### config.mk
export PLATFORM = sky130hd
export DESIGN_NAME = clk_divider_prog
export DESIGN_NICKNAME = d
export VERILOG_FILES = /design/src/rtl/clk_divider_prog.sv
export SDC_FILE = /design/constraint.sdc
export NUM_CORES = 1
export LEC_CHECK = 0
export BUFFER_PORTS_ARGS = -buffer_cell sky130_fd_sc_hd__buf_2
export CAP_MARGIN = 10
export CORE_ASPECT_RATIO = 1.4
export CORE_MARGIN = 8
export CORE_UTILIZATION = 55
export CTS_CLUSTER_DIAMETER = 30
export DETAILED_ROUTE_END_ITERATION = 7
export PLACE_DENSITY = 0.72
export SLEW_MARGIN = 20
export SYNTH_ARGS = -nofsm -noshare
export SYNTH_HDL_FRONTEND = slang
export SYNTH_SLANG_ARGS = --single-unit
export TNS_END_PERCENT = 10
### constraint.sdc
create_clock -name clkin -period 2.55 [get_ports clkin]
set_input_delay 0.255 -clock clkin [delete_from_list [all_inputs] [get_ports clkin]]
set_output_delay 0.255 -clock clkin [all_outputs]
set_load 0.01 [all_outputs]
### src/rtl/clk_divider_prog.sv
// Multi-channel run-time programmable clock divider. Divisor/mode writes are
// shadowed per channel and take effect only at a period boundary.
module clk_divider_prog #(
  parameter int NUM_CH      = 4,
  parameter int DIV_W       = 16,
  parameter int DEFAULT_DIV = 4,
  localparam int CH_W       = (NUM_CH > 1) ? $clog2(NUM_CH) : 1
) (
  input  logic              clkin,
  input  logic              reset,
  input  logic [NUM_CH-1:0] ch_en,
  input  logic              wr_en,
  input  logic [CH_W-1:0]   wr_ch,
  input  logic [DIV_W-1:0]  wr_div,
  input  logic              wr_mode,
  output logic [NUM_CH-1:0] clkout,
  output logic [NUM_CH-1:0] tick,
  output logic [NUM_CH-1:0] pending
);

  logic [DIV_W-1:0]  cnt_r    [NUM_CH];
  logic [DIV_W-1:0]  cnt_s    [NUM_CH];
  logic [DIV_W-1:0]  div_r    [NUM_CH];
  logic [DIV_W-1:0]  div_s    [NUM_CH];
  logic [DIV_W-1:0]  sh_div_r [NUM_CH];
  logic [DIV_W-1:0]  sh_div_s [NUM_CH];
  logic [NUM_CH-1:0] mode_r, mode_s, sh_mode_r, sh_mode_s;
  logic [NUM_CH-1:0] pend_r, pend_s, clk_r, clk_s, tick_r, tick_s;
  logic [NUM_CH-1:0] hit_s, tc_s, bnd_s;

  // Per-channel next state: counting, output generation and shadow application.
  always_comb begin
    for (int i = 0; i < NUM_CH; i++) begin
      cnt_s[i]     = cnt_r[i];
      div_s[i]     = div_r[i];
      sh_div_s[i]  = sh_div_r[i];
      mode_s[i]    = mode_r[i];
      sh_mode_s[i] = sh_mode_r[i];
      pend_s[i]    = pend_r[i];
      clk_s[i]     = clk_r[i];
      tick_s[i]    = 1'b0;
      bnd_s[i]     = 1'b0;
      hit_s[i]     = wr_en & (wr_ch == CH_W'(i));
      tc_s[i]      = (cnt_r[i] == div_r[i]);

      if (!ch_en[i]) begin
        // An idle channel has no period to protect, so a pending update lands next edge.
        cnt_s[i]  = {DIV_W{1'b0}};
        clk_s[i]  = 1'b0;
        tick_s[i] = 1'b0;
        bnd_s[i]  = pend_r[i];
      end else begin
        cnt_s[i] = tc_s[i] ? {DIV_W{1'b0}} : cnt_r[i] + DIV_W'(1);
        if (mode_r[i]) begin
          clk_s[i]  = 1'b0;
          tick_s[i] = tc_s[i];
          bnd_s[i]  = tc_s[i];
        end else begin
          clk_s[i]  = tc_s[i] ? ~clk_r[i] : clk_r[i];
          tick_s[i] = tc_s[i] & ~clk_r[i];
          bnd_s[i]  = tc_s[i] & clk_r[i];
        end
      end

      if (bnd_s[i]) begin
        cnt_s[i]  = {DIV_W{1'b0}};
        clk_s[i]  = 1'b0;
        pend_s[i] = 1'b0;
        if (hit_s[i]) begin
          div_s[i]     = wr_div;
          mode_s[i]    = wr_mode;
          sh_div_s[i]  = wr_div;
          sh_mode_s[i] = wr_mode;
        end else begin
          div_s[i]  = sh_div_r[i];
          mode_s[i] = sh_mode_r[i];
        end
      end else if (hit_s[i]) begin
        sh_div_s[i]  = wr_div;
        sh_mode_s[i] = wr_mode;
        pend_s[i]    = 1'b1;
      end else begin
        pend_s[i] = pend_r[i];
      end
    end
  end

  // State registers with asynchronous reset to the default configuration.
  always_ff @(posedge clkin or negedge reset) begin
    if (!reset) begin
      for (int i = 0; i < NUM_CH; i++) begin
        cnt_r[i]    <= {DIV_W{1'b0}};
        div_r[i]    <= DIV_W'(DEFAULT_DIV);
        sh_div_r[i] <= DIV_W'(DEFAULT_DIV);
      end
      mode_r    <= {NUM_CH{1'b0}};
      sh_mode_r <= {NUM_CH{1'b0}};
      pend_r    <= {NUM_CH{1'b0}};
      clk_r     <= {NUM_CH{1'b0}};
      tick_r    <= {NUM_CH{1'b0}};
    end else begin
      cnt_r     <= cnt_s;
      div_r     <= div_s;
      sh_div_r  <= sh_div_s;
      mode_r    <= mode_s;
      sh_mode_r <= sh_mode_s;
      pend_r    <= pend_s;
      clk_r     <= clk_s;
      tick_r    <= tick_s;
    end
  end

  assign clkout  = clk_r;
  assign tick    = tick_r;
  assign pending = pend_r;

endmodule

## Word level (Yosys, flattened, before mapping)

Index checks and enable logic that the tools add are counted.

- $lt $le $gt $ge: 0
- Add/sub/neg operators: 4
- Shift operators: 0
- $mul: 0
- Bitwise gates (word level): 16
- Mux-type cells: 60
- Div/mod/pow operators: 0
- Reduce and logical (&&, ||, !) cells: 5
- Equality and inequality tests: 11

Operator list:

| kind | number |
|---|---|
| 16-bit 2-to-1 mux | 16 |
| 16-bit by 1-bit adder with 16-bit output, second input constant | 4 |
| 16-bit equality test | 4 |
| 1-bit 2-to-1 mux | 44 |
| 4-bit by 1-bit != test with 1-bit output, second input constant | 4 |
| 1-bit AND | 12 |
| 2-bit nonzero test | 4 |
| 2-bit equality test, second input constant | 2 |
| 1-bit NOT | 4 |
| 2-bit by 1-bit equality test with 1-bit output, second input constant | 1 |
| 2-bit zero test | 1 |

- Bits of input ports: 26
- Bits in read-only memories: 0
- Latch bits: 0
- Memories kept: 0
- Output and inout port bits: 12
- RAM bits: 0
- Register bits: 212

## Logic depth before layout (Yosys ltp)

Gate-level depths: netlist of run 1.

- Depth in word-level cells: 5
- Gate-level depth with buffers: 7

## Worst setup path before layout of run 1

Ideal clock, no wire load.

- Path kind: register to register
- Start: reg cnt_r[5] (netlist name)
- End: reg div_r[10] (netlist name)
- Required time: 2.425 ns
- Data arrival time: 1.898 ns
- Clock period less this slack: 2.024 ns
- Path slack: 0.526 ns
- Setup time: 0.125 ns
- Buffers on the path: 2
- Cell stages (with the launch flop): 8
- Cell sequence: dfrtp_1 buf_6 xor2_2 nor4_4 nand4_2 o22ai_4 buf_12 mux2_4

- Word-level cells in the longest chain between the ends: 4

RTL lines:

| item | line | source |
|---|---|---|
| from (decl) | 21 | `logic [DIV_W-1:0] cnt_r [NUM_CH];` |
| from (signal, indexed assignment) | 92 | `cnt_r[i] <= {DIV_W{1'b0}};` |
| from (signal assigned) | 102 | `cnt_r <= cnt_s;` |
| 16-bit equality test (*) | 44 | `tc_s[i] = (cnt_r[i] == div_r[i]);` |
| 1-bit AND | 61 | `bnd_s[i] = tc_s[i] & clk_r[i];` |
| 1-bit 2-to-1 mux (*) | 54 | `if (mode_r[i]) begin` |
| 1-bit 2-to-1 mux (*) | 46 | `if (!ch_en[i]) begin` |
| to (signal, indexed assignment) | 93 | `div_r[i] <= DIV_W'(DEFAULT_DIV);` |
| to (signal assigned) | 103 | `div_r <= div_s;` |
| to (decl) | 23 | `logic [DIV_W-1:0] div_r [NUM_CH];` |

Every way passes the cells marked *; elsewhere a longest branch is shown, timed or not.
A chain may end at the register's enable or synchronous reset.

## Final worst setup path of run 1

- Start: reg cnt_r[19] (netlist name)
- End: reg div_r[19] (netlist name)

Same word-level chain as after synthesis.

==> results.sh, run 1 <==
export IMPL_worstSetupPathType="register to register"
export IMPL_path_max_fanout=17
export IMPL_grt_pass1_vias=6122
export IMPL_area_growth_pct=15.8
export IMPL_ys_warnings_count=0
export IMPL_cts_max_level=1
export IMPL_die_area_um2=21700
export IMPL_io_pins=38
export IMPL_io_buffers=37
export IMPL_p_per_area_nw_per_um2=981
export IMPL_drtAntennaViolNets=0
export IMPL_drtIter0Drc=299
export IMPL_synthXorXnorAreaFrac_pct=11.6
export IMPL_grt_overflow_total=0
export IMPL_routedWlPerCell_um=18.4
export IMPL_synth_distinct_cells=38
export IMPL_ys_ff_latch=212
export IMPL_die_width_um=127
export IMPL_clock_latency_ns=0.54
export IMPL_core_area_um2=17100
export IMPL_muxShareOfSynthArea_pct=16.5
export IMPL_cts_tree="done"
export IMPL_synth_area_leaders="dfrtp_1 54%, mux2_2 11%, xor2_1 7.6%"
export IMPL_p_total_mw=10.8
export IMPL_antennaDiodeCount=0
export IMPL_fin_nets=826
export IMPL_worstHoldPathType="input pin to register"
export IMPL_drt_total_wl_um=18900
export IMPL_syn_area_um2=9470
export IMPL_die_y_um=171
export IMPL_setup_violations=0
export IMPL_antenna_found_initial=0
export IMPL_num_vias=5559
export IMPL_grt_start_max_net_pins=80
export IMPL_post_cts_buffers=0
export IMPL_worstMarginPinSlew_ns=0.647
export IMPL_r2r_cells=6
export IMPL_fmax_ghz=0.441
export IMPL_slew_headroom_pct=56.9
export IMPL_root_buffer="clkbuf_16"
export IMPL_dpl_cell_area_um2=9930
export IMPL_clockBufferDepth=3
export IMPL_synth_top_family_by_area="multiplexers"
export IMPL_cts_sinks=212
export IMPL_startpoint_type="register"
export IMPL_final_hold_viol_count=0
export IMPL_clock_skew_ns=0.0122
export IMPL_multi_input_area_um2=3970
export IMPL_crit_chain="xor2_1, nor4_2, nand4_2, o22ai_4, buf_4, mux2_2"
export IMPL_holdWs_ns=0.0359
export IMPL_synth_largest_area_cell="dfrtp_1"
export IMPL_yosys_area_top_type_share_pct=53.9
export IMPL_timing_final_crit_share_pct=88.9
export IMPL_syn_area_per_cell_um2=13.0
export IMPL_ff_latch_area_um2=5320
export IMPL_synth_net_count=758
export IMPL_drc_errors=0
export IMPL_slew_violations=0
export IMPL_numCtsBuffers=31
export IMPL_synthCells=728
export IMPL_synth_adder_area_share_pct=0.529
export IMPL_arrival_ns=2.68
export IMPL_yosys_area_share_simple_pct=10.9
export IMPL_min_period_ns=2.27
export IMPL_nFillCells=1271
export IMPL_synth_top_flop_cell="dfrtp_1"
export IMPL_grt_pass1_wl_um=31900
export IMPL_start_util_pct=55.3
export IMPL_required_ns=2.96
export IMPL_firstDrtPassIters=4
export IMPL_end_kind="register"
export IMPL_std_cell_rows=57
export IMPL_slowest_delay_ns=0.44
export IMPL_synth_compound_area_share_pct=2.43
export IMPL_fin_area_um2=11000
export IMPL_post_route_cells_drive_above_1_share_pct=30.1
export IMPL_p_leak_nw=4.88
export IMPL_rsz0062_at_grt="false"
export IMPL_ys_seq_area_share_pct=56.2
export IMPL_worstHoldPathCells=2
export IMPL_place_congestion=0.843
export IMPL_synth_async_reset_ratio_pct=100
export IMPL_maxCapViolCount=0
export IMPL_dp_hpwl_um=13100
export IMPL_ir_worst_vdd_mv=0.522
export IMPL_track_usage_pct=18.3
export IMPL_avgViaCountPerCell=5.42
export IMPL_synth_edf_count=0
export IMPL_setup_tns_final_ns=0
export IMPL_status="complete, no violations"
export IMPL_slowest_stage="dfrtp_1"
export IMPL_cts_clk_slew_worst_paths_ns=0.06
-- synth_stat cells, types with 5 or more instances --
cell / count
dfrtp_1: 204
mux2_2: 96
xor2_1: 82
nor2_1: 80
xnor2_1: 41
mux2_1: 27
nand3_1: 26
inv_1: 17
nand2_1: 17
nor3_1: 11
clkbuf_1: 10
and3_1: 9
mux2_4: 9
nor4_2: 9
dfstp_2: 8
nor4_1: 8
o21ai_0: 8
nand4_1: 7
nor3b_1: 5
-- layout make-up --
type	count	share of cell area [%]
clock inverters	26	2.12
multi-input cells	481	36.2
clock buffers	31	7.07
well taps	206	2.35
repair buffers	53	3.16
inverters	17	0.582
flip-flops and latches	212	48.5
-- metal layers --
| layer | global-route usage [%] | wire, µm | up-vias |
|---|---|---|---|
| met2 | 32.9 | 9940 | 68 |
| met4 | 6.59 | 502 | 0 |
| met1 | 21.8 | 7930 | 2802 |
| met5 | 0 | 0 | - |
| li1 | - | - | 2653 |
| met3 | 2.70 | 501 | 36 |
-- worst paths after layout --
kind                              start            to  slack, ns
max                           cnt_r[19]     div_r[19]       0.28
min                            ch_en[0]     mode_r[0]       0.04
max reg2reg                   cnt_r[19]     div_r[19]       0.28
min reg2reg                sh_div_r[25]  sh_div_r[25]       0.49
max in group asynchronous         reset     div_r[18]       1.39
min in group asynchronous         reset     mode_r[1]       0.30
-- critical path: cells and delay by family, from the launching register on --
kind            cells  cell delay, ns
buf+inv             1            0.29
flops               1            0.44
compound gates      1            0.20
xor+xnor            1            0.18
simple gates        2            0.67
mux                 1            0.37
-- power breakdown --
group | internal, mW | switching (mW)
Combinational | 1.07 | 0.901
Clock | 2.33 | 1.72
Sequential | 4.19 | 0.539
-- registers in the layout, summed over array words and instances, names as in the netlist --
name,cells
div_r,64
sh_div_r,64
sh_mode_r,4
pending,4
mode_r,4
cnt_r,64
tick,4
clkout,4
-- cells in the final DEF, fill, tap and decap left out, drive strengths merged --
cell type,count
buf,49
and4,4
o21bai,4
mux2,132
xnor2,41
o2bb2ai,4
dfrtp,204
nand4,11
nor3,11
nand3b,2
dlygate4sd3,3
nand3,26
o22ai,4
nor4,19
xor2,83
a21oi,3
inv,31
and3,11
clkbuf,32
dfstp,8
ha,4
o21ai,8
nor2,80
nand2,17
and2,2
or2,2
nor3b,5
mux2i,4
clkinvlp,3
clkinv,9
o21a,4
-- stage by stage --
stage	instances	util [%]	setup slack (ns)
floorplan	728	-	0.526
global placement	966	58.0	0.350
detailed placement	966	58.0	0.288
CTS	1026	64.1	0.260
global route	1026	64.1	0.159
finish	1026	64.1	0.284
-- timing repair --
item                                   4_1_cts  5_1_grt
endpoints found under the hold margin       72        0
gates resized for setup                      0        0
hold buffers                                 3        0
-- kinds of logic (layout without fill, tap and decap cells) --
kind of cell,count (synthesis),in the layout
DFF,212,212
and+or+nand+nor,190,190
muxes,136,136
xor gates and xnor gates,124,124
buffers and inverters,35,127
AOI/OAI and AO/OA,27,27
adders and majority gates,4,4
Power figures use the tool's default switching activity.
==> run 2, diff against run 1 <==
--- a/config.mk
+++ b/config.mk
@@ -5,10 +5,9 @@
 export SDC_FILE = /design/constraint.sdc
 export NUM_CORES = 1
 export LEC_CHECK = 0
-export BUFFER_PORTS_ARGS = -buffer_cell sky130_fd_sc_hd__buf_2
+export BUFFER_PORTS_ARGS = -buffer_cell sky130_fd_sc_hd__buf_4
 export CAP_MARGIN = 10
 export CORE_ASPECT_RATIO = 1.4
-export CORE_MARGIN = 8
 export CORE_UTILIZATION = 55
 export CTS_CLUSTER_DIAMETER = 30
 export DETAILED_ROUTE_END_ITERATION = 7
==> results.sh, run 2 (same netlist as run 1, synthesis figures left out) <==
export IMPL_track_usage_pct=23.1
export IMPL_die_width_um=113
export IMPL_worstHoldPathType="input pin to register"
export IMPL_slowest_delay_ns=0.45
export IMPL_arrival_ns=2.59
export IMPL_wl_met1_um=7970
export IMPL_slew_violations=0
export IMPL_path_max_fanout=17
export IMPL_drc_errors=0
export IMPL_setup_tns_final_ns=0
export IMPL_antennaDiodeCount=0
export IMPL_status="complete, no violations"
export IMPL_dr_wl_met3_um=530
export IMPL_grt_pass1_wl_um=31900
export IMPL_cts_clk_slew_worst_paths_ns=0.05
export IMPL_top_layer="met4"
export IMPL_clock_skew_ns=0.00999
export IMPL_multi_input_area_um2=3970
export IMPL_ff_latch_area_um2=5320
export IMPL_area_growth_pct=19.8
export IMPL_setup_violations=0
export IMPL_io_pins=38
export IMPL_final_common_cell="dfrtp_1"
export IMPL_dpl_cell_area_um2=10000
export IMPL_worstMarginPinSlew_ns=0.581
export IMPL_grt_overflow_total=0
export IMPL_largestRegisters="cnt_r x64, div_r x64, sh_div_r x64"
export IMPL_core_area_um2=16800
export IMPL_antenna_found_initial=0
export IMPL_cts_sinks=212
export IMPL_timing_final_crit_share_pct=87.3
export IMPL_slowest_stage="dfrtp_1"
export IMPL_cts_max_level=2
export IMPL_routedWlPerCell_um=18.4
export IMPL_required_ns=2.91
export IMPL_cts_resized_gates=0
export IMPL_place_congestion=0.810
export IMPL_drtIter0Drc=244
export IMPL_num_vias=5624
export IMPL_grt_start_max_net_pins=70
export IMPL_dp_hpwl_um=12800
export IMPL_cts_tree="done"
export IMPL_avgViaCountPerCell=5.47
export IMPL_post_cts_buffers=0
export IMPL_root_buffer="clkbuf_16"
export IMPL_post_route_cells_drive_above_1_share_pct=30.5
export IMPL_fmax_ghz=0.449
export IMPL_maxCapViolCount=0
export IMPL_worstSetupPathType="register to register"
export IMPL_firstDrtPassIters=4
export IMPL_end_kind="register"
export IMPL_p_per_area_nw_per_um2=1040
export IMPL_slew_headroom_pct=61.3
export IMPL_start_util_pct=56.3
export IMPL_die_area_um2=17700
export IMPL_die_y_um=157
export IMPL_rsz0062_at_grt="false"
export IMPL_clockBufferDepth=3
export IMPL_crit_chain="xor2_1, nor4_2, nand4_2, o22ai_4, buf_4, mux2_2"
export IMPL_fin_nets=830
export IMPL_final_hold_viol_count=0
export IMPL_ir_worst_vdd_mv=0.618
export IMPL_startpoint_type="register"
export IMPL_dr_wl_met2_um=9780
export IMPL_fin_area_um2=11300
export IMPL_nFillCells=1224
export IMPL_io_buffers=37
export IMPL_clock_latency_ns=0.49
export IMPL_min_period_ns=2.23
export IMPL_std_cell_rows=56
export IMPL_p_leak_nw=5.03
export IMPL_grt_pass1_vias=6163
export IMPL_drt_total_wl_um=18900
export IMPL_layout_common_cells="204 x dfrtp_1, 96 x mux2_2, 82 x xor2_1"
export IMPL_numCtsBuffers=36
export IMPL_drtAntennaViolNets=0
export IMPL_ctsHoldBuffers=2
-- run 2: cell type report --
type                       count  area share, %
inverter                      17          0.563
clock inverter                23           2.90
clock buffer                  41           8.48
sequential                   212           46.9
multi-input combinational    481           35.1
tap                          203           2.24
timing repair buffer          52           3.87
-- run 2: metrics by stage --
stage	util [%]	worst slack [ns]	total power [mW]	hold WS (ns)	cells
final	67.4	0.323	11.8	0.0114	1029
after global routing	67.4	0.201	12.4	0.0208	1029
after CTS	67.4	0.315	12.0	0.000586	1029
after detailed placement	59.6	0.341	6.80	0.304	963
after global placement	59.6	0.393	6.66	0.299	963
after floorplan	-	0.526	6.19	-0.0406	728
-- run 2: power by group --
part           total [mW]  internal (mW)  switching [mW]
Combinational        2.01           1.11           0.902
Clock                5.09           3.37            1.72
Sequential           4.74           4.19           0.543
-- run 2: final timing paths --
path / cells after the start / startpoint / slack, ns / end
hold reg to reg: 1 / mode_r[1] / 0.49 / clkout[1]
max in group asynchronous: 3 / reset / 1.41 / div_r[34]
min in group asynchronous: 2 / reset / 0.35 / pending[2]
hold / removal: 2 / ch_en[3] / 0.01 / mode_r[3]
setup reg to reg: 6 / cnt_r[52] / 0.32 / div_r[59]
setup / recovery: 6 / cnt_r[52] / 0.32 / div_r[59]
-- run 2: metal layers --
metal | vias up | GRT usage [%]
met4 | 0 | 9.40
met5 | - | 0
met3 | 50 | 3.70
met2 | 86 | 40.7
met1 | 2846 | 28.2
li1 | 2642 | -
-- run 2: critical path: cells and delay by family, from the launching register on --
family	cells	cell delay, ns
AND/OR/NAND/NOR	2	0.66
multiplexers	1	0.37
XOR/XNOR	1	0.18
flip-flops	1	0.45
AO/OA/AOI/OAI	1	0.18
buffers and inverters	1	0.26
